`src/rtl/mycpu_pkg.sv`:
```
// Shared definitions for the MIPS pipeline front end.
//   fetch_state_e    : instruction-fetch controller states
//   RESET_PC_DEFAULT : architectural PC after reset (boot ROM vector)
//   NOP_INST         : MIPS NOP encoding (sll $0,$0,0), used as the
//                      empty value of the fetch instruction register
package mycpu_pkg;

  typedef enum logic [1:0] {
    FS_REQ    = 2'd0,  // drive inst_req for pc
    FS_WAIT   = 2'd1,  // one request accepted, response pending
    FS_HOLD   = 2'd2,  // instruction buffered for decode
    FS_CANCEL = 2'd3   // swallow one stale response after a flush
  } fetch_state_e;

  localparam logic [31:0] RESET_PC_DEFAULT = 32'hbfc0_0000;
  localparam logic [31:0] NOP_INST         = 32'h0000_0000;

endpackage

```
`src/rtl/inst_fetch.sv`:
```
// Instruction-fetch front end.
// Owns the architectural PC, issues one read at a time on the SRAM-like
// instruction bus and buffers the returned word for decode.
// Ports:
//   clk, resetn            clock, asynchronous active-low reset
//   pc / nextpc_en         current PC and sequential-advance strobe to the
//                          next-PC generator
//   nextpc                 next PC from the generator (flush target on flush)
//   flush                  exception/ERET redirect
//   inst_req/inst_addr     read request and address (address = pc)
//   inst_addr_ok           request accepted
//   inst_data_ok/rdata     read response
//   fs_valid/fs_pc/fs_inst buffered instruction to decode
//   ds_allowin             decode accepts this cycle
module inst_fetch
  import mycpu_pkg::*;
#(
  parameter logic [31:0] RESET_PC = RESET_PC_DEFAULT
) (
  input  logic        clk,
  input  logic        resetn,
  output logic [31:0] pc,
  output logic        nextpc_en,
  input  logic [31:0] nextpc,
  input  logic        flush,
  output logic        inst_req,
  output logic [31:0] inst_addr,
  input  logic        inst_addr_ok,
  input  logic        inst_data_ok,
  input  logic [31:0] inst_rdata,
  output logic        fs_valid,
  output logic [31:0] fs_pc,
  output logic [31:0] fs_inst,
  input  logic        ds_allowin
);

  fetch_state_e state_q, state_d;
  logic [31:0]  pc_q, pc_d;
  logic         fs_valid_q, fs_valid_d;
  logic [31:0]  fs_pc_q, fs_pc_d;
  logic [31:0]  fs_inst_q, fs_inst_d;

  // Handoff to decode; a flush in the same cycle overrides it.
  logic handoff;
  assign handoff = (state_q == FS_HOLD) && fs_valid_q && ds_allowin && !flush;

  // NOTE: every signal assigned in this block gets a default first, so no
  // path through the case statement can leave a value unassigned (latch).
  always_comb begin
    state_d    = state_q;
    pc_d       = pc_q;
    fs_valid_d = fs_valid_q;
    fs_pc_d    = fs_pc_q;
    fs_inst_d  = fs_inst_q;

    unique case (state_q)
      FS_REQ: begin
        if (flush) begin
          pc_d = nextpc;
          // An address accepted this cycle belongs to the old stream.
          if (inst_addr_ok) state_d = FS_CANCEL;
        end else if (inst_addr_ok) begin
          state_d = FS_WAIT;
        end
      end
      FS_WAIT: begin
        if (flush) begin
          pc_d    = nextpc;
          // Data arriving with the flush is simply dropped; otherwise the
          // pending response must still be drained.
          state_d = inst_data_ok ? FS_REQ : FS_CANCEL;
        end else if (inst_data_ok) begin
          fs_inst_d  = inst_rdata;
          fs_pc_d    = pc_q;
          fs_valid_d = 1'b1;
          state_d    = FS_HOLD;
        end
      end
      FS_HOLD: begin
        if (flush) begin
          pc_d       = nextpc;
          fs_valid_d = 1'b0;
          state_d    = FS_REQ;
        end else if (handoff) begin
          pc_d       = nextpc;
          fs_valid_d = 1'b0;
          state_d    = FS_REQ;
        end
      end
      FS_CANCEL: begin
        if (flush) pc_d = nextpc;
        if (inst_data_ok) state_d = FS_REQ;
      end
      default: state_d = FS_REQ;
    endcase

    // A flush always invalidates whatever is buffered.
    if (flush) fs_valid_d = 1'b0;
  end

  // NOTE: sequential state uses non-blocking assignments so every register
  // samples the pre-edge values regardless of statement order.
  always_ff @(posedge clk or negedge resetn) begin
    if (!resetn) begin
      state_q    <= FS_REQ;
      pc_q       <= RESET_PC;
      fs_valid_q <= 1'b0;
      fs_pc_q    <= 32'h0;
      fs_inst_q  <= NOP_INST;
    end else begin
      state_q    <= state_d;
      pc_q       <= pc_d;
      fs_valid_q <= fs_valid_d;
      fs_pc_q    <= fs_pc_d;
      fs_inst_q  <= fs_inst_d;
    end
  end

  // Request is gated by resetn so nothing is issued while reset is held.
  assign inst_req  = (state_q == FS_REQ) && resetn;
  assign inst_addr = pc_q;
  assign pc        = pc_q;
  assign nextpc_en = handoff;
  assign fs_valid  = fs_valid_q;
  assign fs_pc     = fs_pc_q;
  assign fs_inst   = fs_inst_q;

endmodule
```
`config.mk`:
```
export PLATFORM = sky130hd
export DESIGN_NAME = inst_fetch
export DESIGN_NICKNAME = d
export VERILOG_FILES = /design/src/rtl/mycpu_pkg.sv /design/src/rtl/inst_fetch.sv
export SDC_FILE = /design/constraint.sdc
export NUM_CORES = 1
export LEC_CHECK = 0
export ABC_AREA = 1
export ABC_CLOCK_PERIOD_IN_PS = 1700
export BUFFER_PORTS_ARGS = -buffer_cell sky130_fd_sc_hd__buf_2
export CAP_MARGIN = 20
export CORE_MARGIN = 10
export CORE_UTILIZATION = 45
export DETAILED_ROUTE_END_ITERATION = 6
export PLACE_DENSITY = 0.78
export SLEW_MARGIN = 10
export SYNTH_ARGS = -nofsm -noshare
export SYNTH_HDL_FRONTEND = slang
export SYNTH_SLANG_ARGS = --single-unit
```
`constraint.sdc`:
```
create_clock -name clk -period 1.7 [get_ports clk]
set_input_delay 0 -clock clk [delete_from_list [all_inputs] [get_ports clk]]
set_output_delay 0 -clock clk [all_outputs]
set_load 0.01 [all_outputs]
```
### Yosys cells after proc, flatten, opt, wreduce, memory -nomap -nowiden

Index checks and enable logic that the tools add are counted.

* bits in registers: 99
* input port bits: 70
* output and inout bits: 131

* eq/ne operators: 8
* mux-type cells: 18
* bitwise operators: 1
* reduce and logical (&&, ||, !) cells: 12

Operators with widths (number)
* 32-bit two-way mux: 3
* 32-bit one-hot mux with 2 select lines: 1
* 2-bit two-way mux: 9
* 2-bit one-hot mux with 4 select lines: 1
* 3-bit inequality test (second input constant): 2
* 3-bit AND reduction: 2
* 2-bit == test (second input constant): 2
* 1-bit logical AND: 4
* 2-bit inequality test (second input constant): 2
* 4-bit AND reduction: 1
* 1-bit two-way mux: 3
* 3-bit nonzero test: 1
* 3-bit OR reduction: 1
* 2-bit by 1-bit == test with 1-bit output (second input constant): 1
* 2-bit zero test: 1
* 2-bit by 1-bit inequality test with 1-bit output (second input constant): 1
* 1-bit one-hot mux with 2 select lines: 1
* 2-bit AND reduction: 1
* 1-bit zero test: 1
* 1-bit inverter: 1

### Logic depth before layout (Yosys ltp)

Gate-level depths: netlist (run 1).

* depth in word-level cells: 7
* depth in mapped cells: 8

### Worst setup path before layout (run 1)

Ideal clock, no wire load.

* path kind: reg2reg
* from: reg state_q[0]
* to: reg fs_pc_q[30] (netlist: fs_pc[30])
* arrival time: 1.089 ns
* required time: 1.579 ns
* slack: 0.490 ns
* stages on the path, launching flop included: 8
* path buffers: 2
* clock period less this slack: 1.210 ns
* cell sequence: dfrtp_1 > inv_2 > nor2_4 > nand3_2 > buf_2 > buf_6 > nand2_1 > o21ai_1

* word-level cells in the longest chain between the ends: 2

RTL lines
* from (decl): line inst_fetch.sv:37 `fetch_state_e state_q, state_d;`
* from (signal assigned): line inst_fetch.sv:111 `state_q <= state_d;`
* 2-bit by 1-bit == test with 1-bit output: line inst_fetch.sv:56 `unique case (state_q)`
* 3-bit AND reduction (no line)
* to (signal assigned): line inst_fetch.sv:114 `fs_pc_q <= fs_pc_d;`
* to (decl): line inst_fetch.sv:40 `logic [31:0] fs_pc_q, fs_pc_d;`

No other way between the ends.
A chain may end at the register's enable or synchronous reset.

### Worst setup path after layout (run 1)

* from: reg state_q[1]
* to: reg pc_q[28] (netlist: inst_addr[28])

* word-level cells in the longest chain between the ends: 6

RTL lines
* 2-bit == test: line inst_fetch.sv:45, inst_fetch.sv:56
* 1-bit logical AND (3 in series): line inst_fetch.sv:45 `assign handoff = (state_q == FS_HOLD) && fs_valid_q && ds_allowin && !flush;`
* 3-bit inequality test (no line)
* 2-bit AND reduction (no line)
* to (signal assigned): line inst_fetch.sv:112 `pc_q <= pc_d;`
* to (decl): line inst_fetch.sv:38 `logic [31:0] pc_q, pc_d;`

Parallel ways exist; a longest one is shown, timed or not.

==> impl_metrics.env, run 1 <==
export IMPL_wire_per_inst_um=15.1
export IMPL_irDropWorstVdd_uv=769
export IMPL_hold_path_class="in -> reg"
export IMPL_grt_max_degree=93
export IMPL_crit_fanout=23
export IMPL_cts_max_path_buffers=2
export IMPL_first_iter_violations=149
export IMPL_worstSetupEndpointType="flop"
export IMPL_io_buffers=200
export IMPL_pre_cts_ws_ps=294
export IMPL_area_growth_pct=39.9
export IMPL_synth_edf_count=0
export IMPL_vias_per_cell=4.52
export IMPL_p_per_area_nw_per_um2=1440
export IMPL_slew_headroom_pct=72.4
export IMPL_overflow=0
export IMPL_fmax_ghz=0.697
export IMPL_fin_crit_ps=1430
export IMPL_syn_nets=514
export IMPL_avgSynthCellArea_um2=9.69
export IMPL_grt_pass1_vias=3929
export IMPL_status="finished clean"
export IMPL_tightest_slew_ps=413
export IMPL_fin_nets=743
export IMPL_hpwl_um=8500
export IMPL_drt_total_wl_um=12200
export IMPL_antenna_found_initial=1
export IMPL_min_period_over_period_pct=84.4
export IMPL_fin_skew_ps=8.73
export IMPL_die_h_um=118
export IMPL_boundaryPins=201
export IMPL_crit_end="inst_addr[28]"
export IMPL_maxCapViolations=0
export IMPL_clk_latency_ps=350
export IMPL_start_kind="flop"
export IMPL_drive_above_1_share_pct=39.5
export IMPL_die_w_um=118
export IMPL_rr_startpoint="state_q[1]"
export IMPL_drv_slew=0
export IMPL_final_hold_viol_count=0
export IMPL_core_area_um2=9280
export IMPL_grt_pass1_wl_um=20100
export IMPL_async_flop_share_pct=100
export IMPL_dieArea_um2=13900
export IMPL_grt_total_usage_pct=17.4
export IMPL_postSynthCellCount=444
export IMPL_cts_sinks=99
export IMPL_cts_resized=0
export IMPL_critPathRequiredTime_ps=1980
export IMPL_layout_common_cells="199 x buf_2, 110 x nand2_1, 90 x dfrtp_1"
export IMPL_setup_violations=0
export IMPL_cts_tree="built"
export IMPL_synth_warnings=0
export IMPL_crit_path_start="state_q[1]"
export IMPL_vias=3654
export IMPL_yosysSeqAreaShare_pct=57.8
export IMPL_rr_endpoint="inst_addr[28]"
export IMPL_power_total_mw=8.66
export IMPL_final_common_cell="buf_2"
export IMPL_drc=0
export IMPL_ff2ff_path_depth=7
export IMPL_h_tree_depth=3
export IMPL_final_setup_tns_ps=0
export IMPL_final_antenna_net_count=0
export IMPL_rsz0062_at_grt="no"
export IMPL_path_class="reg -> reg"
export IMPL_cts_buffers=9
export IMPL_timing_final_ws_setup_ps=265
export IMPL_num_rows=35
export IMPL_clkTransAtPathRegs_ps=90
export IMPL_synthDistinctLibCells=20
export IMPL_ys_flop_type="dfrtp_1"
export IMPL_arrival_ps=1710
export IMPL_initial_core_util_pct=46.3
export IMPL_p_leak_nw=3.32
export IMPL_firstDrtPassIters=7
export IMPL_clockRootBuffer="clkbuf_8"
export IMPL_gp_congestion=0.727
export IMPL_syn_area_um2=4300
export IMPL_synth_seq_cells=99
export IMPL_ff2ff_setup_slack_ps=270
-- cell type report --
| type | instances | area, um^2 |
|---|---|---|
| timing repair buffer | 271 | 1760 |
| clock inverter | 5 | 85.1 |
| tap | 129 | 161 |
| fill | 751 | 3260 |
| sequential | 99 | 2490 |
| antenna | 1 | 2.50 |
| multi-input combinational | 222 | 1120 |
| inverter | 70 | 263 |
| clock buffer | 11 | 141 |
-- report_power, final --
part	leakage (nW)	switching, mW	total [mW]	internal (mW)
clock network	0.115	0.784	1.67	0.881
registers	1.22	0.524	3.78	3.26
logic	1.99	1.84	3.22	1.37
-- cell families after synthesis --
kind of cell	Yosys count	synth area share, %
AO/OA/AOI/OAI	98	14.1
buffers and inverters	123	16.4
flip-flops	99	57.8
AND/OR/NAND/NOR	124	11.7
-- synthesized netlist by cell type (2+ instances only) --
| master | count | area [um^2] |
|---|---|---|
| nand3_2 | 2 | 20.0 |
| buf_2 | 5 | 25.0 |
| o21ai_1 | 62 | 310 |
| nand3_1 | 3 | 15.0 |
| dfstp_2 | 9 | 236 |
| nor2_1 | 3 | 11.3 |
| inv_2 | 2 | 7.51 |
| buf_4 | 33 | 248 |
| inv_1 | 68 | 255 |
| o21ai_0 | 3 | 15.0 |
| a21oi_1 | 2 | 10.0 |
| dfrtp_1 | 90 | 2250 |
| nand2_1 | 110 | 413 |
| nand4_1 | 2 | 12.5 |
| buf_6 | 15 | 169 |
| o21ai_2 | 31 | 272 |
-- state kept, by name (all words and copies together), names as in the netlist --
signal and flops:
inst_addr 32, state_q 2, fs_inst 32, fs_pc 32
fs_valid 1
-- repair_timing --
item | CTS | global route
hold endpoints to repair | 158 | 0
hold buffers | 65 | 0
buffers inserted | 0 | 0
setup endpoints to repair | 0 | 0
-- per-stage QoR --
stage	cells	area (um^2)	util (%)	hold slack, ps
floorplan	444	4300	-	-296
global placement	726	5140	55.4	-79.0
detailed placement	726	5140	55.4	-83.4
CTS	807	6020	64.8	44.9
global route	808	6020	64.9	68.0
finish	808	6020	64.9	63.8
-- layer usage --
metal	vias up	wire length [um]	track usage, %
met5	-	0	0
met4	0	244	6.65
met3	16	968	5.71
met2	156	5850	28.8
met1	1681	5110	20.6
li1	1801	-	-
-- worst max-delay path: stages, from the launching register on --
cell and delay [ps]:
dfrtp_1 480, inv_2 90, nor2_2 120, nand3_2 90, nand2_2 230, buf_12 210, nand2_1 80, o21ai_2 60
-- worst min path at each step --
stage	endpoint	slack [ps]	from	cells past startpoint
after global routing	state_q[1]	70	flush	5
final	state_q[0]	60	flush	5
after CTS	state_q[0]	40	flush	5
after floorplan	fs_inst[0]	-300	resetn	0
after global placement	fs_pc[29]	-80	resetn	1
after detailed placement	fs_pc[29]	-80	resetn	1
(Power assumes the default switching activity.)
==> run 2: changes to the inputs <==
ABC_AREA = 0   (was 1)
ABC_CLOCK_PERIOD_IN_PS = 1200   (was 1700)
CORE_UTILIZATION = 42   (was 45)
PLACE_DENSITY = 0.76   (was 0.78)
clock period = 1.2 ns   (was 1.7 ns; I/O delays follow)
==> impl_metrics.env, run 2 <==
export IMPL_vias=2979
export IMPL_fin_skew_ps=6.62
export IMPL_drt_total_wl_um=12500
export IMPL_synth_seq_cells=99
export IMPL_holdPathStages=4
export IMPL_clk_latency_ps=350
export IMPL_num_rows=37
export IMPL_clkTransAtPathRegs_ps=80
export IMPL_setup_violations=99
export IMPL_failed_checks="setup timing"
export IMPL_rr_endpoint="fs_pc[0]"
export IMPL_dieArea_um2=15000
export IMPL_yosysTopAreaCell="dfrtp_1"
export IMPL_maxCapViolations=0
export IMPL_synth_common_cells="90 x dfrtp_1, 90 x mux2_4, 32 x buf_4, 9 x dfstp_2, 8 x buf_6"
export IMPL_area_growth_pct=44.3
export IMPL_drive_above_1_share_pct=66.7
export IMPL_vias_per_cell=4.56
export IMPL_critPathRequiredTime_ps=1430
export IMPL_whs_endpoint="fs_valid"
export IMPL_gp_congestion=0.758
export IMPL_rr_startpoint="state_q[1]"
export IMPL_avgSynthCellArea_um2=17.3
export IMPL_wire_per_inst_um=19.1
export IMPL_drc=0
export IMPL_final_setup_tns_ps=-23480
export IMPL_yosysSeqAreaShare_pct=56.3
export IMPL_first_iter_violations=105
export IMPL_irDropWorstVdd_uv=995
export IMPL_min_from="ds_allowin"
export IMPL_h_tree_depth=3
export IMPL_synthDistinctLibCells=22
export IMPL_drv_slew=0
export IMPL_fin_crit_ps=1480
export IMPL_syn_nets=326
export IMPL_ff2ff_setup_slack_ps=-280
export IMPL_arrival_ps=1720
export IMPL_overflow=0
export IMPL_start_kind="flop"
export IMPL_tightest_slew_ps=518
export IMPL_grt_max_degree=58
export IMPL_clockRootBuffer="clkbuf_8"
export IMPL_p_leak_nw=3.25
export IMPL_cts_max_path_buffers=2
export IMPL_final_common_cell="buf_2"
export IMPL_firstDrtPassIters=4
export IMPL_ys_top_cells_by_area="dfrtp_1 51%, mux2_4 31%, buf_4 5.4%"
export IMPL_final_hold_viol_count=0
export IMPL_cts_tree="built"
export IMPL_layout_common_cells="199 x buf_2, 95 x mux2_4, 89 x dfrtp_1"
export IMPL_path_class="reg -> reg"
export IMPL_syn_area_um2=4420
export IMPL_status="finished, violations left"
export IMPL_final_core_util_pct=62.1
export IMPL_cts_sinks=99
export IMPL_slew_headroom_pct=65.5
export IMPL_postSynthCellCount=256
export IMPL_io_buffers=200
export IMPL_cts_buffers=9
export IMPL_final_antenna_net_count=0
export IMPL_grt_pass1_wl_um=19100
export IMPL_grt_total_usage_pct=16.1
export IMPL_rsz0062_at_grt="yes"
export IMPL_core_area_um2=10300
export IMPL_async_flop_share_pct=100
export IMPL_crit_fanout=7
export IMPL_die_h_um=123
export IMPL_worstSetupEndpointType="flop"
export IMPL_timing_final_ws_setup_ps=-282
export IMPL_grt_pass1_vias=3436
export IMPL_synth_top_area_share_pct=51.0
export IMPL_hpwl_um=8170
export IMPL_min_period_over_period_pct=124
export IMPL_antenna_found_initial=0
export IMPL_synth_edf_count=0
export IMPL_ys_flop_type="dfrtp_1"
export IMPL_fin_nets=581
export IMPL_ff2ff_path_depth=5
export IMPL_p_per_area_nw_per_um2=1990
export IMPL_initial_core_util_pct=43.0
export IMPL_die_w_um=123
export IMPL_boundaryPins=201
export IMPL_synth_warnings=0
export IMPL_hold_path_class="in -> reg"
export IMPL_fmax_ghz=0.675
-- run 2: cell types whose count changed after synthesis, moves of 3 or more --
cell,previous run,this run
nand2_1,110,0
mux2_4,0,90
inv_1,68,1
o21ai_1,62,0
o21ai_2,31,0
buf_6,15,8
mux2_2,0,6
buf_2,5,1
buf_8,0,3
nand3_1,3,0
o21ai_0,3,0
-- run 2: logic make-up after synthesis --
logic type	Yosys count	synth area share, %
compound gates	4	0.623
xor+xnor	1	0.198
buf+inv	45	8.69
flops	99	56.3
mux	97	32.3
simple gates	10	1.84
-- run 2: layout make-up --
type                            instances  area [um^2]
Fill cell                             766         3900
Sequential cell                        99         2490
Timing Repair Buffer                  288         1970
Multi-Input combinational cell        112         1580
Tap cell                              136          170
Clock buffer                           13          139
Clock inverter                          3         17.5
Inverter                                1         3.75
Antenna cell                            1         2.50
-- run 2: what timing repair did --
item	CTS	global route
endpoints found under the hold margin	160	0
hold buffers	68	0
buffers inserted	2	0
resized for setup	8	5
gates cloned	2	1
pin swaps	1	1
endpoints found under the setup margin	99	99
-- run 2: how the worst max path moves through the flow --
stage          cells after the start      endpoint  slack (ps)        from
4_1_cts                            5      fs_pc[0]        -270  state_q[1]
5_1_grt                            5    fs_inst[4]        -320  state_q[1]
6_report                           5      fs_pc[0]        -280  state_q[1]
3_3_place_gp                       4    fs_inst[2]        -250  state_q[1]
3_5_place_dp                       4   fs_inst[10]        -300  state_q[1]
2_1_floorplan                      6  inst_addr[0]        -260  state_q[0]
-- run 2: critical path: stages, from the launching register on --
cell and delay (ps):
dfrtp_2 420, nor2_2 110, and3_4 270, buf_12 140
buf_16 130, mux2_4 300
-- run 2: metrics by stage --
| step | hold slack (ps) | total power, mW | cell area [um^2] | worst slack (ps) | cells |
|---|---|---|---|---|---|
| after floorplan | -296 | 8.54 | 4450 | -263 | 256 |
| after global placement | 9.44 | 10.3 | 5390 | -245 | 563 |
| after detailed placement | 21.1 | 10.5 | 5390 | -297 | 563 |
| after CTS | 3.84 | 12.7 | 6330 | -274 | 651 |
| after global routing | 6.18 | 13.4 | 6370 | -318 | 652 |
| final | 21.6 | 12.7 | 6380 | -282 | 653 |
-- run 2: report_power, final --
group / internal [mW] / switching (mW) / total (mW)
combinational: 3.17 / 2.23 / 5.39
clock: 0.752 / 1.06 / 1.81
sequential: 4.63 / 0.858 / 5.48
total: 8.55 / 4.15 / 12.7
-- run 2: routing by layer --
layer | wire length [um] | global-route usage [%] | part of all wire, % | up-vias
li1 | - | - | - | 1360
met3 | 921 | 5.56 | 7.4 | 15
met4 | 174 | 5.08 | 1.4 | 0
met2 | 6640 | 28.0 | 53 | 126
met1 | 4740 | 18.3 | 38 | 1478
met5 | 0 | 0 | 0 | -
==> run 3: changes to the inputs <==
CORE_ASPECT_RATIO = 1.4   (was default)
PLACE_DENSITY = 0.85   (was 0.76)
==> impl_metrics.env, run 3 (synthesized netlist as in run 2, its figures left out) <==
export IMPL_crit_path_top_delay_cell="dfrtp_2"
export IMPL_path_buf_inv=2
export IMPL_gp_congestion=0.815
export IMPL_rr_startpoint="state_q[1]"
export IMPL_whs_endpoint="fs_valid"
export IMPL_core_area_um2=10300
export IMPL_final_setup_tns_ps=-25030
export IMPL_wire_per_inst_um=19.7
export IMPL_clockRootBuffer="clkbuf_16"
export IMPL_crit_chain="buf_6, nand4b_4, and2_4, buf_12, mux2_4"
export IMPL_arrival_ps=1700
export IMPL_critPathRequiredTime_ps=1420
export IMPL_rsz0062_at_grt="yes"
export IMPL_drv_slew=0
export IMPL_die_w_um=107
export IMPL_clk_latency_ps=340
export IMPL_fin_crit_ps=1490
export IMPL_path_class="reg -> reg"
export IMPL_final_core_util_pct=64.8
export IMPL_pre_cts_ws_ps=-309
export IMPL_p_per_area_nw_per_um2=2090
export IMPL_final_cell_area_um2=6710
export IMPL_fmax_ghz=0.672
export IMPL_cts_tree="built"
export IMPL_firstDrtPassIters=4
export IMPL_hpwl_um=8520
export IMPL_max_stage_delay_ps=440
export IMPL_cts_buffers=9
export IMPL_fin_skew_ps=8.23
export IMPL_ff2ff_setup_slack_ps=-290
export IMPL_hold_path_class="in -> reg"
export IMPL_holdPathStages=4
export IMPL_grt_pass1_vias=3557
export IMPL_maxCapViolations=0
export IMPL_vias=3067
export IMPL_die_h_um=141
export IMPL_grt_total_usage_pct=16.4
export IMPL_overflow=0
export IMPL_status="finished, violations left"
export IMPL_start_kind="flop"
export IMPL_fin_nets=590
export IMPL_ff2ff_path_depth=5
export IMPL_rr_endpoint="inst_addr[12]"
export IMPL_antenna_found_initial=0
export IMPL_crit_family="flip-flops"
export IMPL_h_tree_depth=3
export IMPL_grt_max_degree=51
export IMPL_slew_headroom_pct=82.0
export IMPL_area_growth_pct=51.8
export IMPL_min_from="ds_allowin"
export IMPL_timing_final_ws_setup_ps=-288
export IMPL_dieArea_um2=15100
export IMPL_placed_area_um2=5420
export IMPL_worstSetupEndpointType="flop"
export IMPL_irDropWorstVdd_uv=942
export IMPL_dpl_cell_count=564
export IMPL_final_antenna_net_count=0
export IMPL_clkTransAtPathRegs_ps=60
export IMPL_drc=0
export IMPL_drive_above_1_share_pct=68.2
export IMPL_grt_pass1_wl_um=19800
export IMPL_final_common_cell="buf_2"
export IMPL_cts_sinks=99
export IMPL_drt_total_wl_um=13000
export IMPL_io_buffers=200
export IMPL_p_leak_nw=3.40
export IMPL_failed_checks="setup timing"
export IMPL_cts_max_path_buffers=2
export IMPL_vias_per_cell=4.63
export IMPL_instances_no_fill=663
export IMPL_initial_core_util_pct=42.7
export IMPL_setup_violations=99
export IMPL_boundaryPins=201
export IMPL_first_iter_violations=52
export IMPL_diodes=0
export IMPL_layout_common_cells="199 x buf_2, 96 x mux2_4, 89 x dfrtp_1"
export IMPL_hold_slack_ps=66.3
export IMPL_min_period_over_period_pct=124
export IMPL_num_rows=44
export IMPL_final_hold_viol_count=0
export IMPL_num_fill_cells=729
export IMPL_power_total_mw=14.0
export IMPL_crit_fanout=17
export IMPL_tightest_slew_ps=271
run 3: where the power goes:
part           internal (mW)  switching (mW)  total [mW]
clock                   1.68            1.20        2.88
sequential              4.63           0.865        5.50
combinational           3.34            2.27        5.61
run 3: cell type report:
| type | count | area (um^2) | area share, % |
|---|---|---|---|
| clock buffers | 11 | 243 | 3.62 |
| clock inverters | 5 | 60.1 | 0.896 |
| inverters | 1 | 3.75 | 0.0560 |
| multi-input cells | 112 | 1600 | 23.8 |
| flip-flops and latches | 99 | 2490 | 37.1 |
| well taps | 138 | 173 | 2.57 |
| repair buffers | 297 | 2140 | 31.9 |
run 3: per-layer routing:
layer / share of wire (%) / track usage (%) / vias to the layer above
met4: 1.5 / 6.29 / 0
met5: 0 / 0 / -
met2: 54 / 28.8 / 121
met3: 6.4 / 5.30 / 14
met1: 38 / 17.8 / 1546
li1: - / - / 1386
run 3: what timing repair did:
item / in CTS / in global routing
buffers inserted: 7 / 2
hold buffers: 68 / 0
resized for setup: 12 / 8
endpoints found under the hold margin: 165 / 0
endpoints found under the setup margin: 99 / 99
pin swaps: 2 / 1
cloned: 3 / 3
run 3: worst register-to-register path, stage by stage, from the launching register on:
cell      delay, ps
dfrtp_2         440
buf_6           130
nand4b_4         80
and2_4          200
buf_12          190
mux2_4          320
run 3: worst max-delay path by stage:
stage	from	to	cells past startpoint
floorplan	state_q[0]	inst_addr[0]	6
global placement	state_q[1]	fs_inst[1]	4
detailed placement	state_q[1]	fs_inst[31]	4
CTS	state_q[1]	fs_pc[5]	5
global route	state_q[1]	fs_pc[26]	5
finish	state_q[1]	inst_addr[12]	5
